$ cat src/rtl/sid_cmd_router_pkg.sv
// sid_pkg: shared types for the SID command router.
// Holds the SID bus address width, the chip-count ceiling, the queued write
// record and the header/data parser state encoding.
package sid_pkg;

    localparam int SID_ADDR_W    = 5;
    localparam int SID_MAX_CHIPS = 8;

    // One queued register write: target chip, register address, write data.
    typedef struct packed {
        logic [2:0]            chip;
        logic [SID_ADDR_W-1:0] addr;
        logic [7:0]            data;
    } sid_wr_t;

    // HDR waits for {chip, addr}; DATA waits for the write data byte.
    typedef enum logic {
        HDR  = 1'b0,
        DATA = 1'b1
    } parser_state_t;

endpackage

$ cat src/rtl/sid_cmd_router_wr_fifo.sv
// sid_wr_fifo: synchronous write queue of sid_wr_t records.
// No fall-through: an entry written in cycle T is visible on rdata from T+1.
// level counts 0..DEPTH inclusive; push when full and pop when empty are ignored.
module sid_wr_fifo
    import sid_pkg::*;
#(
    parameter int DEPTH = 16
) (
    input  logic                   clk,
    input  logic                   rst,
    input  logic                   push,
    input  logic                   pop,
    input  sid_wr_t                wdata,
    output sid_wr_t                rdata,
    output logic                   full,
    output logic                   empty,
    output logic [$clog2(DEPTH):0] level
);

    localparam int PTR_W = $clog2(DEPTH);

    sid_wr_t          mem [DEPTH];
    logic [PTR_W-1:0] wr_ptr_reg;
    logic [PTR_W-1:0] rd_ptr_reg;
    logic [PTR_W:0]   level_reg;
    logic             do_push;
    logic             do_pop;

    assign full    = (level_reg == (PTR_W+1)'(DEPTH));
    assign empty   = (level_reg == '0);
    assign do_push = push && !full;
    assign do_pop  = pop && !empty;
    assign level   = level_reg;
    assign rdata   = mem[rd_ptr_reg];

    // Storage array: written only, never reset (contents are don't-care when empty).
    always_ff @(posedge clk) begin
        if (do_push) begin
            mem[wr_ptr_reg] <= wdata;
        end
    end

    // Pointers wrap naturally because DEPTH is a power of two; level tracks occupancy.
    always_ff @(posedge clk or posedge rst) begin
        if (rst) begin
            wr_ptr_reg <= '0;
            rd_ptr_reg <= '0;
            level_reg  <= '0;
        end else begin
            if (do_push) begin
                wr_ptr_reg <= wr_ptr_reg + PTR_W'(1);
            end
            if (do_pop) begin
                rd_ptr_reg <= rd_ptr_reg + PTR_W'(1);
            end
            case ({do_push, do_pop})
                2'b10:   level_reg <= level_reg + (PTR_W+1)'(1);
                2'b01:   level_reg <= level_reg - (PTR_W+1)'(1);
                default: level_reg <= level_reg;
            endcase
        end
    end

endmodule

$ cat src/rtl/sid_cmd_router.sv
// sid_cmd_router: decodes a {chip,addr} header byte plus a data byte into
// queued SID register writes, issuing at most one write per clk_en period.
// Optional build macro SID_CMD_TIMEOUT_EN: when defined, a DATA-state idle
// counter abandons a frame after TIMEOUT_CYCLES cycles and pulses err_timeout;
// when undefined the parser waits indefinitely and err_timeout stays 0.
module sid_cmd_router
    import sid_pkg::*;
#(
    parameter int N_CHIPS        = 2,
    parameter int FIFO_DEPTH     = 16,
    parameter int TIMEOUT_CYCLES = 50000
) (
    input  logic                        clk,
    input  logic                        rst,
    input  logic                        clk_en,
    input  logic [7:0]                  in_tdata,
    input  logic                        in_tvalid,
    output logic                        in_tready,
    output logic [SID_ADDR_W-1:0]       bus_addr,
    output logic [7:0]                  bus_data,
    output logic [N_CHIPS-1:0]          bus_cs_n,
    output logic [$clog2(FIFO_DEPTH):0] fifo_level,
    output logic                        err_hdr,
    output logic                        err_timeout
);

    localparam logic [3:0] N_CHIPS_L = 4'(N_CHIPS);

    parser_state_t         state_reg;
    logic [2:0]            chip_reg;
    logic [SID_ADDR_W-1:0] addr_reg;
    logic                  err_hdr_reg;
    logic                  err_timeout_reg;
    logic [SID_ADDR_W-1:0] bus_addr_reg;
    logic [7:0]            bus_data_reg;
    logic [N_CHIPS-1:0]    bus_cs_n_reg;
    logic [N_CHIPS-1:0]    sel_n;
    logic                  fifo_full;
    logic                  fifo_empty;
    logic                  accept;
    logic                  push;
    logic                  pop;
    logic                  hdr_ok;
    logic                  timeout_hit;
    sid_wr_t               push_wr;
    sid_wr_t               head_wr;

    // Only TIMEOUT_CYCLES >= 1 is meaningful; the range test keeps the parameter referenced in every build.
    if (TIMEOUT_CYCLES < 1) begin : g_tmo_out_of_range
    end

    assign in_tready = !fifo_full;
    assign accept    = in_tvalid && in_tready;
    assign hdr_ok    = ({1'b0, in_tdata[7:5]} < N_CHIPS_L);
    assign push      = accept && (state_reg == DATA);
    assign pop       = clk_en && !fifo_empty;
    assign push_wr   = {chip_reg, addr_reg, in_tdata};

`ifdef SID_CMD_TIMEOUT_EN
    localparam int TMR_W = $clog2(TIMEOUT_CYCLES + 1);
    localparam logic [TMR_W-1:0] TMR_LAST = TMR_W'(TIMEOUT_CYCLES - 1);
    logic [TMR_W-1:0] tmr_reg;
    assign timeout_hit = (tmr_reg == TMR_LAST);
`else
    assign timeout_hit = 1'b0;
`endif

    // Active-low select for the chip at the head of the queue.
    for (genvar gi = 0; gi < N_CHIPS; gi++) begin : g_sel
        assign sel_n[gi] = (head_wr.chip != 3'(gi));
    end

    sid_wr_fifo #(
        .DEPTH (FIFO_DEPTH)
    ) u_fifo (
        .clk   (clk),
        .rst   (rst),
        .push  (push),
        .pop   (pop),
        .wdata (push_wr),
        .rdata (head_wr),
        .full  (fifo_full),
        .empty (fifo_empty),
        .level (fifo_level)
    );

    // Header/data parser with registered error pulses and optional idle timeout.
    always_ff @(posedge clk or posedge rst) begin
        if (rst) begin
            state_reg       <= HDR;
            chip_reg        <= '0;
            addr_reg        <= '0;
            err_hdr_reg     <= 1'b0;
            err_timeout_reg <= 1'b0;
`ifdef SID_CMD_TIMEOUT_EN
            tmr_reg         <= '0;
`endif
        end else begin
            err_hdr_reg     <= 1'b0;
            err_timeout_reg <= 1'b0;
            case (state_reg)
                HDR: begin
                    if (accept) begin
                        if (hdr_ok) begin
                            chip_reg  <= in_tdata[7:5];
                            addr_reg  <= in_tdata[4:0];
                            state_reg <= DATA;
                        end else begin
                            err_hdr_reg <= 1'b1;
                        end
                    end
`ifdef SID_CMD_TIMEOUT_EN
                    tmr_reg <= '0;
`endif
                end
                DATA: begin
                    if (accept) begin
                        state_reg <= HDR;
                    end else if (timeout_hit) begin
                        state_reg       <= HDR;
                        err_timeout_reg <= 1'b1;
                    end
`ifdef SID_CMD_TIMEOUT_EN
                    tmr_reg <= (accept || timeout_hit) ? '0 : tmr_reg + TMR_W'(1);
`endif
                end
                default: state_reg <= HDR;
            endcase
        end
    end

    // Bus issue: one queued write per clk_en; outputs hold between strobes.
    always_ff @(posedge clk or posedge rst) begin
        if (rst) begin
            bus_addr_reg <= '0;
            bus_data_reg <= '0;
            bus_cs_n_reg <= '1;
        end else if (clk_en) begin
            if (!fifo_empty) begin
                bus_addr_reg <= head_wr.addr;
                bus_data_reg <= head_wr.data;
                bus_cs_n_reg <= sel_n;
            end else begin
                bus_cs_n_reg <= '1;
            end
        end
    end

    assign bus_addr    = bus_addr_reg;
    assign bus_data    = bus_data_reg;
    assign bus_cs_n    = bus_cs_n_reg;
    assign err_hdr     = err_hdr_reg;
    assign err_timeout = err_timeout_reg;

endmodule
$ cat config.mk
export PLATFORM = sky130hd
export DESIGN_NAME = sid_cmd_router
export DESIGN_NICKNAME = d
export VERILOG_FILES = /design/src/rtl/sid_cmd_router_pkg.sv /design/src/rtl/sid_cmd_router_wr_fifo.sv /design/src/rtl/sid_cmd_router.sv
export SDC_FILE = /design/constraint.sdc
export NUM_CORES = 1
export LEC_CHECK = 0
export CAP_MARGIN = 20
export CORE_MARGIN = 2
export CORE_UTILIZATION = 36
export DETAILED_ROUTE_END_ITERATION = 10
export GPL_ROUTABILITY_DRIVEN = 1
export PLACE_DENSITY = 0.49
export SYNTH_ARGS = -nofsm -noshare
export SYNTH_HDL_FRONTEND = slang
export SYNTH_SLANG_ARGS = --single-unit
$ cat constraint.sdc
create_clock -name clk -period 3.2 [get_ports clk]
set_input_delay 0.64 -clock clk [delete_from_list [all_inputs] [get_ports clk]]
set_output_delay 0.64 -clock clk [all_outputs]
set_load 0.02 [all_outputs]
==> results_dict.tcl <==
set metrics [dict create \
    outcome "finished, final reports clean" \
    nets 623 \
    die_h_um 182 \
    firstDrtPassIters 4 \
    drv_slew 0 \
    io_pins 35 \
    antenna_found_initial 0 \
    final_cell_mix "edfxtp_1 (256), mux4_2 (73), dfrtp_1 (34), clkdlybuf4s50_1 (33), clkbuf_16 (31)" \
    finalHoldViolations 0 \
    crit_arrival_ps 3350 \
    fin_crit_ps 2890 \
    max_stage_delay_ps 470 \
    r2r_slack_ps 310 \
    critPathLaunch "u_fifo.level[1]$_DFFE_PP0P_" \
    endpoint "u_fifo.level[4]$_DFFE_PP0P_" \
    report.power.total_mw 11.6 \
    utilization 0.432 \
    finClkSkew_ps 19.5 \
    setup.worst_path.end_class "flip-flop" \
    synth_flop_cell "edfxtp_1" \
    p_leak_nw 4.54 \
    grt_max_degree 65 \
    yosysSeqAreaShare 0.755 \
    grt.total_usage 0.155 \
    crit_fanout 9 \
    row_count 65 \
    largest_reg_flops 256 \
    cpLargestDelayFamily "simple AND/OR/NAND/NOR gates" \
    async_flop_share 0.129 \
    via_count 5345 \
    worst_pin_slew_ps 820 \
    cp_common_cell "ha_1" \
    ys_warn_count 0 \
    synth_edf_count 256 \
    clock_path_buffers 3 \
    highest_layer "met4" \
    clk_pin_slew_ps 60 \
    start_util 0.364 \
    routed-wl-met2_um 12300 \
    n_fill_cell 2707 \
    tns_ps 0 \
    gp_congestion 0.731 \
    first_iter_violations 423 \
    max_cap_violations 0 \
    required_ps 3660 \
    root_buffer "clkbuf_16" \
    worst-r2r-cell-count 12 \
    ys_seq_elements 294 \
    fp.dieW_um 182 \
    multi_input_area_sq_um 2680 \
    clock_latency_ps 550 \
    place_hpwl_um 15100 \
    cts_tree "built" \
    min_path_type "in -> async" \
    relSlewSlack 0.453 \
    cp_slowest_cell "dfrtp_1" \
    path_cells "nor3_1, nand3b_1, and3_1, inv_1, ha_1, xor2_1, ha_1, o21a_1, o22a_1, a21oi_1, mux2i_1, xnor2_1" \
    syn_nets 551 \
    grt_pass1_vias 5641 \
    syn-cell-area_sq_um 11400 \
    setup_viol 0 \
    holdBufCountCts 0 \
    ctsHtreeMaxLevel 1 \
    avgSynthCellArea_sq_um 21.6 \
    seq_area_sq_um 8650 \
    grt_pass1_wl_um 37800 \
    wl_met3_um 1280 \
    rsz0062_at_grt "no" \
    ant_nets 0 \
    clock_sinks 294 \
    final_common_cell "edfxtp_1" \
    drc_errors 0 \
    critPathLaunchType "flip-flop" \
    cts_setup_buffers 0 \
    syn_inst 530 \
    cp.depth 12 \
    cts_made_buffers 31 \
    wl_per_cell_um 24.5 \
    timing.final.crit_share 0.902 \
    fmax_mhz 346 \
    antenna_cells 0 \
    die-area_sq_um 33200 \
    core_sq_um 31400 \
    area_growth_pct 18.5 \
    ir_drop_mv 0.422 \
    ctsResizeCount 0 \
    wl_um 25100 \
    reg2reg_to "u_fifo.level[4]$_DFFE_PP0P_" \
    crit_type "reg -> reg" \
    r2r-start "u_fifo.level[1]$_DFFE_PP0P_" \
    layout-drive-gt1-share 0.313 \
    routed_via_density 5.20 \
    powerDensity_nw_per_um2 858 \
    ys_types 39 \
    drt-met1-wl_um 11100 \
    overflow 0 \
    portBuffers 33 \
    cp.buffers_inverters 1 \
]
==> power by group <==
group | internal (mW) | leakage, nW | total [mW] | switching, mW
sequential | 4.58 | 2.78 | 5.02 | 0.436
combinational | 1.61 | 1.24 | 2.98 | 1.37
clock | 2.19 | 0.516 | 3.63 | 1.44
total | 8.38 | 4.54 | 11.6 | 3.24
==> layer usage <==
layer / GRT usage / vias up
met4: 0.0342 / 0
met5: 0 / -
met3: 0.0235 / 36
met2: 0.255 / 135
li1: - / 2305
met1: 0.221 / 2869
==> layout make-up <==
type / count / share of cell area
sequential: 294 / 0.638
multi-input combinational: 202 / 0.198
clock buffer: 33 / 0.0585
timing repair buffer: 68 / 0.0493
tap: 402 / 0.0371
clock inverter: 24 / 0.0182
inverter: 5 / 0.00138
==> kinds of logic (layout without fill, tap and decap cells) <==
logic type,Yosys count,after routing,share of synthesized area
DFF,294,294,0.755
buffers and inverters,34,130,0.0152
other,1,1,0.000328
muxes,110,110,0.178
and+or+nand+nor,52,52,0.0211
xor gates and xnor gates,12,12,0.00919
adders and majority gates,9,9,0.00984
AOI/OAI and AO/OA,18,18,0.0106
==> synthesized netlist by cell type, types with 2 or more instances <==
master      n  share of area
xnor2_1     7         0.0054
buf_2      10         0.0044
edfxtp_1  256           0.67
nand2_1    13         0.0043
o21a_1      2         0.0013
nor3_1      6         0.0026
a21oi_1     3         0.0013
o21ai_0     3         0.0013
and3_1      3         0.0016
a22oi_1     2         0.0013
a21boi_0    2         0.0013
mux2_2     16          0.016
buf_6       4         0.0039
clkbuf_1    9         0.0030
xor2_1      5         0.0038
a221oi_1    2         0.0015
and2_1      3         0.0016
dfrtp_1    36          0.079
buf_1       5         0.0016
nand2b_1    3         0.0016
mux4_2     73           0.14
inv_1       4         0.0013
mux2i_1    15          0.013
nor2_1     18         0.0059
ha_1        9         0.0098
mux2_1      6         0.0059
nor2b_1     2         0.0011
dfstp_2     2         0.0046
==> metrics by stage <==
step	std cells	hold WS [ps]	instance area (sq um)	setup WS [ps]
floorplan	530	441	11400	9.30
global placement	971	494	12500	301
detailed placement	971	489	12500	178
CTS	1028	431	13600	322
global route	1028	457	13600	76.5
finish	1028	438	13600	312
==> worst min path at each step <==
stage               depth (start not counted)                 endpoint               startpoint
CTS                                         3  bus_addr[4]$_DFFE_PP0P_                      rst
detailed placement                          2  bus_cs_n[1]$_DFFE_PP1P_  bus_cs_n[1]$_DFFE_PP1P_
global route                                3  bus_addr[4]$_DFFE_PP0P_                      rst
floorplan                                   1        err_hdr$_DFF_PP0_      state_reg$_DFF_PP0_
finish                                      3  bus_addr[4]$_DFFE_PP0P_                      rst
global placement                            1  bus_data[5]$_DFFE_PP0P_  bus_data[5]$_DFFE_PP0P_
==> worst min-delay path, stage by stage <==
cell	delay [ps]
clkdlybuf4s50_1	410
inv_2	60
buf_4	260
Note: power is estimated with default switching activity, not from simulation.
